## src/rtl/io_stream_port.sv

```systemverilog
// IO-mapped stream peripheral: core writes feed a TX FIFO drained by a valid/ready stream,
// stream words fill an RX FIFO that the core pops by reading; a status register sits alongside.

module io_stream_fifo #(
   parameter int unsigned W  = 16,
   parameter int unsigned AW = 3
) (
   input  logic         clk_i,
   input  logic         reset_n_i,
   input  logic         push_i,
   input  logic         pop_i,
   input  logic [W-1:0] wdata_i,
   output logic [W-1:0] head_o,
   output logic         full_o,
   output logic         empty_o
);
   localparam int unsigned DEPTH = 1 << AW;

   logic [W-1:0]  mem_q [DEPTH];
   logic [AW-1:0] wptr_q, wptr_d;
   logic [AW-1:0] rptr_q, rptr_d;
   logic [AW:0]   count_q, count_d;

   // Callers only push when not full and pop when not empty (pre-edge state).
   always_comb begin
      wptr_d  = wptr_q;
      rptr_d  = rptr_q;
      count_d = count_q;
      if (push_i) wptr_d = wptr_q + AW'(1);
      if (pop_i)  rptr_d = rptr_q + AW'(1);
      case ({push_i, pop_i})
         2'b10:   count_d = count_q + (AW+1)'(1);
         2'b01:   count_d = count_q - (AW+1)'(1);
         default: count_d = count_q;
      endcase
   end

   always_ff @(posedge clk_i or negedge reset_n_i) begin
      if (!reset_n_i) begin
         mem_q   <= '{default: '0};
         wptr_q  <= '0;
         rptr_q  <= '0;
         count_q <= '0;
      end else begin
         if (push_i) mem_q[wptr_q] <= wdata_i;
         wptr_q  <= wptr_d;
         rptr_q  <= rptr_d;
         count_q <= count_d;
      end
   end

   assign head_o  = mem_q[rptr_q];
   assign full_o  = (count_q == (AW+1)'(DEPTH));
   assign empty_o = (count_q == '0);
endmodule

module io_stream_port #(
   parameter int unsigned nat_w      = 16,
   parameter int unsigned DEPTH_LOG2 = 3,
   parameter logic [7:0]  BASE_ADDR  = 8'h40
) (
   input  logic             clk_i,
   input  logic             reset_n_i,
   input  logic [7:0]       io_addr_i,
   input  logic             io_wr_strobe_i,
   input  logic             io_rd_strobe_i,
   input  logic [nat_w-1:0] io_data_i,
   output logic [nat_w-1:0] io_data_o,
   output logic             tx_valid_o,
   output logic [nat_w-1:0] tx_data_o,
   input  logic             tx_ready_i,
   input  logic             rx_valid_i,
   input  logic [nat_w-1:0] rx_data_i,
   output logic             rx_ready_o
);
   localparam logic [7:0] STAT_ADDR = BASE_ADDR + 8'd1;

   typedef struct packed {
      logic rx_udf;
      logic tx_ovf;
      logic rx_empty;
      logic rx_full;
      logic tx_empty;
      logic tx_full;
   } status_t;

   logic             data_sel, stat_sel;
   logic             tx_full, tx_empty, rx_full, rx_empty;
   logic             tx_push, tx_pop, rx_push, rx_pop;
   logic             tx_wr, rx_rd, stat_wr;
   logic [nat_w-1:0] rx_head;
   logic             tx_ovf_q, tx_ovf_d;
   logic             rx_udf_q, rx_udf_d;
   status_t          status;

   assign data_sel = (io_addr_i == BASE_ADDR);
   assign stat_sel = (io_addr_i == STAT_ADDR);
   assign tx_wr    = io_wr_strobe_i & data_sel;
   assign rx_rd    = io_rd_strobe_i & data_sel;
   assign stat_wr  = io_wr_strobe_i & stat_sel;

   assign tx_push    = tx_wr & ~tx_full;
   assign tx_valid_o = ~tx_empty;
   assign tx_pop     = tx_valid_o & tx_ready_i;
   assign rx_ready_o = ~rx_full;
   assign rx_push    = rx_valid_i & rx_ready_o;
   assign rx_pop     = rx_rd & ~rx_empty;

   io_stream_fifo #(.W(nat_w), .AW(DEPTH_LOG2)) u_tx_fifo (
      .clk_i     (clk_i),
      .reset_n_i (reset_n_i),
      .push_i    (tx_push),
      .pop_i     (tx_pop),
      .wdata_i   (io_data_i),
      .head_o    (tx_data_o),
      .full_o    (tx_full),
      .empty_o   (tx_empty)
   );

   io_stream_fifo #(.W(nat_w), .AW(DEPTH_LOG2)) u_rx_fifo (
      .clk_i     (clk_i),
      .reset_n_i (reset_n_i),
      .push_i    (rx_push),
      .pop_i     (rx_pop),
      .wdata_i   (rx_data_i),
      .head_o    (rx_head),
      .full_o    (rx_full),
      .empty_o   (rx_empty)
   );

   // Set terms are OR-ed last so a new event beats a same-edge clear.
   always_comb begin
      tx_ovf_d = (tx_ovf_q & ~(stat_wr & io_data_i[4])) | (tx_wr & tx_full);
      rx_udf_d = (rx_udf_q & ~(stat_wr & io_data_i[5])) | (rx_rd & rx_empty);
   end

   always_ff @(posedge clk_i or negedge reset_n_i) begin
      if (!reset_n_i) begin
         tx_ovf_q <= 1'b0;
         rx_udf_q <= 1'b0;
      end else begin
         tx_ovf_q <= tx_ovf_d;
         rx_udf_q <= rx_udf_d;
      end
   end

   always_comb begin
      status.rx_udf   = rx_udf_q;
      status.tx_ovf   = tx_ovf_q;
      status.rx_empty = rx_empty;
      status.rx_full  = rx_full;
      status.tx_empty = tx_empty;
      status.tx_full  = tx_full;
   end

   // Unmatched addresses drive 0 so several peripherals can be OR-ed onto one bus.
   always_comb begin
      io_data_o = '0;
      if (reset_n_i) begin
         if (data_sel)      io_data_o = rx_empty ? '0 : rx_head;
         else if (stat_sel) io_data_o = nat_w'(status);
      end
   end
endmodule

```

## config.mk

```make
export PLATFORM = sky130hd
export DESIGN_NAME = io_stream_port
export DESIGN_NICKNAME = d
export VERILOG_FILES = /design/src/rtl/io_stream_port.sv
export SDC_FILE = /design/constraint.sdc
export NUM_CORES = 1
export LEC_CHECK = 0
export ABC_AREA = 1
export BUFFER_PORTS_ARGS = -buffer_cell sky130_fd_sc_hd__buf_2
export CAP_MARGIN = 20
export CORE_ASPECT_RATIO = 1.1
export CORE_MARGIN = 4
export CORE_UTILIZATION = 55
export DETAILED_ROUTE_END_ITERATION = 6
export GPL_TIMING_DRIVEN = 0
export MAX_ROUTING_LAYER = met4
export PLACE_DENSITY = 0.74
export SYNTH_ARGS = -nofsm -noshare
export SYNTH_HDL_FRONTEND = slang
export SYNTH_HIERARCHICAL = 1
export SYNTH_SLANG_ARGS = --single-unit
```

## constraint.sdc

```tcl
create_clock -name clk_i -period 2.5 [get_ports clk_i]
set_input_delay 0 -clock clk_i [delete_from_list [all_inputs] [get_ports clk_i]]
set_output_delay 0 -clock clk_i [all_outputs]
set_load 0.01 [all_outputs]
```

==> flow_summary.toml, run 1 <==
[final_layout]
n_fill_cell = 1961
insertedDiodeCount = 0
drive_above_1_share = 0.135
syn2layout_area_growth_pct = 19.1
layout.nets = 1776

[clocking]
htreeDepth = 1
root_buffer = "clkbuf_16"
clk_latency_ns = 0.56
cts_sinks = 278
clock_path_buffers = 3
cts_tree = "done"
numCtsBuffers = 30
path_clk_slew_ns = 0.06

[worst_setup_path]
end_kind = "output pin"
r2r_slack_ns = 0.13
critPathMaxFanout = 10
arrival_ns = 2.47
required_ns = 2.50
setup.worst_path.class = "reg -> out"
cp-start-kind = "flip-flop"

[die]
initial_core_util = 0.561
core.rowCount = 58
die-area_um2 = 25900
die_x_um = 154
io_pins = 80
core-area_um2 = 22900
die_height_um = 168

[grt]
antenna_found_initial = 0
grt_usage = 0.299
grt_pass1_vias = 11516
grt_max_degree = 107
met2_usage = 0.510
grt_overflow = 0
met1_usage = 0.360
grt_pass1_wl_um = 60400
grt_busiest_layer = "met2"
grt_util_met3 = 0.0401

[routing]
drtIter0Drc = 1148
vias_per_cell = 5.73
drt-total-wl_um = 38400
via_count = 11714
dr.pass1.iters = 6
wl_per_cell_um = 18.8
ant_nets = 0
drc_errors = 0

[logic_synthesis]
ys_async_sr_fraction = 1.00
syn_nets = 1621
netlist_area_um2 = 12900
ys_types = 32
syn_inst = 1565
synthFlopType = "dfrtp_1"
ys_ff_latch = 278
yosysWarnings = 6
avgSynthCellArea_um2 = 8.22
yosysSeqAreaShare = 0.541
synth-edff-count = 0

[timing]
final_max_slew_viol_count = 0
fmax_ghz = 0.405
setup_viol = 0
rsz0062_at_grt = "yes"
whs_ns = -0.0205
hold_violations = 25
tightest_slew_ns = 0.652
fin_crit_sh = 0.987
max-slew-margin-rel = 0.565
clock_skew_ns = 0.0129
setup_tns_ns = 0
final.min_clock_period_ns = 2.47

[power]
p_leak_nw = 7.47
p_per_area_nw_per_um2 = 1070
vdd_drop_max_mv = 0.660

[place]
gp_congestion = 0.927
io_buffers = 79
dp_hpwl_um = 25800

[outcome]
violations = "hold timing"
status = "complete, but fails checks"

[worst_hold_path]
hp-class = "in -> async"

[flow_run]
maxCapViolCount = 0
-- cells by family (layout without fill, tap and decap cells) --
logic type,Yosys count,count (layout),synth area share
buf+inv,173,352,0.0572
xor+xnor,13,13,0.00885
simple gates,633,633,0.199
fa+ha+maj,10,10,0.00973
flops,278,278,0.541
compound gates,458,458,0.185
-- what timing repair did --
item	in CTS	in global routing
resized for setup	9	37
pin swaps	0	1
endpoints found under the hold margin	547	0
hold buffers	41	0
buffers inserted	0	1
endpoints found under the setup margin	16	29
-- cell usage in the layout, fill, tap and decap left out, types with 16 or more instances in the layout --
master / Yosys / routed
dfrtp_1: 278 / 276
o21ai_1: 16 / 16
buf_2: 36 / 107
inv_1: 71 / 70
a21oi_1: 34 / 34
o22ai_1: 64 / 63
dlygate4sd3_1: 0 / 41
clkbuf_16: 0 / 31
o21ai_0: 343 / 343
nor2_1: 177 / 176
clkbuf_2: 2 / 16
nand2_1: 411 / 411
clkbuf_1: 48 / 36
-- through the flow --
| stage | std cells | area, µm² | util | setup slack (ns) | power [mW] |
|---|---|---|---|---|---|
| finish | 2044 | 15300 | 0.668 | 0.0324 | 16.4 |
| global route | 2044 | 15300 | 0.668 | -0.0584 | 17.4 |
| CTS | 2043 | 15300 | 0.665 | -0.0685 | 16.3 |
| detailed placement | 1946 | 13700 | 0.597 | -0.216 | 11.3 |
| global placement | 1944 | 13600 | 0.595 | -3.69 | 11.1 |
| floorplan | 1565 | 12900 | - | 0.0638 | 9.54 |
-- worst max-delay path, stage by stage (launching register included) --
cell	delay, ns
dfrtp_2	0.45
buf_4	0.20
inv_4	0.11
buf_4	0.19
nor2_1	0.06
o22ai_1	0.28
nand2_1	0.12
nand2_1	0.13
nand2_1	0.07
nand2_1	0.07
nand2_1	0.05
inv_1	0.04
buf_2	0.12
-- area by class of cell --
class	count	area, µm²	share of cell area
multi-input cells	1114	5200	0.339
inverters	79	299	0.0195
well taps	300	375	0.0245
flip-flops and latches	278	6960	0.454
repair buffers	123	883	0.0577
clock inverters	14	228	0.0149
clock buffers	42	897	0.0586
plain buffers	94	482	0.0314
-- registers in the layout, indices dropped and copies added, names as in the netlist --
signal and flops:
u_rx_fifo/rptr_q 3, u_tx_fifo/rptr_q 3, rx_udf_q 1, tx_ovf_q 1, u_tx_fifo/wptr_q 3, u_rx_fifo/mem_q 128
u_rx_fifo/wptr_q 3, u_rx_fifo/count_q 4, u_tx_fifo/count_q 4, u_tx_fifo/mem_q 128
-- synthesized netlist by cell type (3+ instances only) --
cell | n | area [µm²]
nand2_1 | 411 | 1540
xnor2_1 | 4 | 35.0
a21oi_1 | 34 | 170
inv_1 | 71 | 267
dfrtp_1 | 278 | 6960
buf_4 | 4 | 30.0
or2_2 | 3 | 18.8
o22ai_1 | 64 | 400
ha_1 | 10 | 125
o21ai_0 | 343 | 1720
nor2_2 | 9 | 56.3
nor2_1 | 177 | 664
nor2_4 | 6 | 67.6
inv_2 | 8 | 30.0
xor2_1 | 9 | 78.8
buf_2 | 36 | 180
clkbuf_1 | 48 | 180
o21ai_1 | 16 | 80.1
nand3_1 | 14 | 70.1
-- layer usage --
metal / share of wire / vias up / routed length [µm]
met5: 0 / - / 0
met4: 0.047 / 0 / 1790
met3: 0.069 / 108 / 2650
met2: 0.50 / 536 / 19200
met1: 0.38 / 5617 / 14700
li1: - / 5453 / -
-- path summary, 6_finish.rpt --
path | to | start | cells after the start
worst max-delay path | io_data_o[3] | u_rx_fifo/rptr_q[0] | 12
worst min-delay path | u_tx_fifo/mem_q[104] | reset_n_i | 2
worst max register to register | u_rx_fifo/count_q[2] | u_rx_fifo/count_q[1] | 11
worst min register to register | u_rx_fifo/mem_q[36] | u_rx_fifo/mem_q[36] | 2
max in group asynchronous | u_rx_fifo/mem_q[61] | reset_n_i | 3
min in group clk_i | u_rx_fifo/rptr_q[0] | io_addr_i[1] | 9
-- where the power goes --
part	switching [mW]	total (mW)	internal (mW)
clock	1.83	4.94	3.11
combinational	3.41	5.25	1.83
sequential	0.675	6.25	5.58
total	5.92	16.4	10.5
No activity file was read; power rests on OpenSTA's default activity.
==> inputs of run 2 (changes only) <==
==> constraint.sdc (replaced) <==
create_clock -name clk_i -period 2.2 [get_ports clk_i]
set_input_delay 0 -clock clk_i [delete_from_list [all_inputs] [get_ports clk_i]]
set_output_delay 0 -clock clk_i [all_outputs]
set_load 0.01 [all_outputs]
==> run 2 against run 1 <==
Cell count grew 1.1%. Critical endpoint is now io_data_o[5]. Core utilization grew 1.7 points. Register-to-register slack lost 0.04 ns. Critical path depth shrank 2. Die area is the same. The flow finishes with violations (hold timing, setup timing). Largest cell class unchanged. Highest routed layer unchanged. Global-route usage grew 0.63 points. Sequential power grew 15%. Count of clock-buffer cells in the layout grew 1.
==> flow_summary.toml, run 2 (same netlist as run 1, synthesis figures left out) <==
[worst_setup_path]
critPathCapture = "io_data_o[5]"
reg2reg_from = "u_rx_fifo/count_q[0]"
cp_num_buf_inv = 3
required_ns = 2.20
setup.worst_path.class = "reg -> out"
r2r_slack_ns = 0.09
cp-start-kind = "flip-flop"
critPathTopFamily = "flip-flops"
reg2reg_to = "u_rx_fifo/count_q[2]"
path_common_cell = "nand2_1"
r2r_cells = 11
cp.depth = 10
critPathMaxFanout = 10
cp_slowest_cell = "dfrtp_2"
arrival_ns = 2.24
slowest_delay_ns = 0.50
critPathLaunch = "u_rx_fifo/rptr_q[1]"
crit_chain = "buf_4, o21ai_0, o22ai_2, nand2_1, nand2_2, nand2_1, nand2_1, nand2_1, inv_1, buf_2"
end_kind = "output pin"

[power]
p_per_area_nw_per_um2 = 1170
p_leak_nw = 7.59
vdd_drop_max_mv = 0.735
p_total_mw = 18.3

[final_layout]
final_cell_mix = "nand2_1, o21ai_0, dfrtp_1"
layout.nets = 1802
largest_registers = "u_rx_fifo/mem_q x128, u_tx_fifo/mem_q x128"
syn2layout_area_growth_pct = 22.1
drive_above_1_share = 0.173
insertedDiodeCount = 0
fin_cells = 2066
final_area_um2 = 15700
layout_commonest_cell = "nand2_1"

[timing]
max-slew-margin-rel = 0.584
fmax_ghz = 0.446
tightest_slew_ns = 0.624
fin_ws_ns = -0.0442
hold_violations = 177
whs_ns = -0.608
clock_skew_ns = 0.00835
setup_tns_ns = -0.0886
setup_viol = 4
fin_crit_sh = 1.02
rsz0062_at_grt = "yes"
final.min_clock_period_ns = 2.24
final_max_slew_viol_count = 0

[flow_run]
maxCapViolCount = 0

[routing]
ant_nets = 0
drc_errors = 0
via_count = 12040
vias_per_cell = 5.83
drtIter0Drc = 1182
drt-total-wl_um = 39400
wl_per_cell_um = 19.1
dr.pass1.iters = 6

[place]
dpl_cell_area_um2 = 13700
io_buffers = 79
gp_congestion = 0.916
dpl.cell_count = 1946
dp_hpwl_um = 25500

[clocking]
path_clk_slew_ns = 0.06
htreeDepth = 1
cts_sinks = 278
clock_path_buffers = 3
root_buffer = "clkbuf_16"
holdBufCountCts = 44
numCtsBuffers = 29
cts_tree = "done"
clk_latency_ns = 0.54

[grt]
grt_pass1_vias = 11829
antenna_found_initial = 0
grt_pass1_wl_um = 61600
grt_max_degree = 117
grt_overflow = 0
grt_usage = 0.306

[die]
die-area_um2 = 25900
initial_core_util = 0.561
die_x_um = 154
die_height_um = 168
io_pins = 80
core.rowCount = 58
core-area_um2 = 22900

[worst_hold_path]
hp-class = "in -> async"

[outcome]
status = "complete, but fails checks"
violations = "hold timing, setup timing"
[run 2: cell count changes in the layout (fill, tap and decap cells not counted), sizes merged]
cell         change
dlygate4sd3      +3
clkinvlp         +2
clkbuf           -7
clkinv           -2
buf             +31
bufinv           -5
[run 2: layer usage]
| layer | vias to the layer above | track usage | share of wire | routed length [µm] |
|---|---|---|---|---|
| li1 | 5503 | - | - | - |
| met1 | 5777 | 0.369 | 0.37 | 14700 |
| met2 | 617 | 0.504 | 0.50 | 19600 |
| met3 | 143 | 0.0362 | 0.071 | 2790 |
| met4 | 0 | 0.164 | 0.060 | 2340 |
| met5 | - | - | 0 | 0 |
[run 2: timing repair]
| action | 4_1_cts | 5_1_grt |
|---|---|---|
| setup endpoints to repair | 120 | 94 |
| gates cloned | 2 | 2 |
| hold endpoints to repair | 447 | 64 |
| pin swaps | 10 | 34 |
| resized for setup | 80 | 97 |
| buffers inserted | 5 | 17 |
[run 2: worst min path at each step]
stage                   startpoint                   to  slack (ns)
floorplan                reset_n_i             rx_udf_q       -0.30
global placement    io_rd_strobe_i             rx_udf_q        0.26
detailed placement       reset_n_i  u_tx_fifo/wptr_q[1]       -0.02
CTS                      reset_n_i  u_tx_fifo/wptr_q[1]       -0.58
global route             reset_n_i  u_tx_fifo/wptr_q[1]       -0.57
finish                   reset_n_i  u_tx_fifo/wptr_q[1]       -0.61
[run 2: layout make-up]
cell class | instances | area (µm²)
well taps | 300 | 375
multi-input cells | 1114 | 5410
inverters | 79 | 317
clock buffers | 43 | 818
clock inverters | 8 | 70.1
flip-flops and latches | 278 | 6970
repair buffers | 150 | 1120
plain buffers | 93 | 617
fillers | 1852 | 7230
repair inverters | 1 | 6.26
[run 2: worst reg2reg max path, cell delays in order (launching register included)]
cell     delay [ns]
dfrtp_1        0.41
or2_4          0.29
nor3_4         0.27
nor2_4         0.07
ha_4           0.18
nand2_2        0.05
inv_1          0.05
nor2_2         0.12
ha_2           0.17
a21oi_1        0.05
or2_4          0.23
a31oi_1        0.15
[run 2: where the power goes]
group / switching [mW] / internal, mW
logic: 4.06 / 2.45
registers: 0.813 / 6.35
clock network: 1.96 / 2.67
total: 6.84 / 11.5
[run 2: through the flow]
step                setup WS (ns)   util
detailed placement         -0.279  0.598
global route               -0.170  0.685
floorplan                  0.0310      -
CTS                       -0.0334  0.668
global placement            -4.00  0.595
finish                    -0.0442  0.685
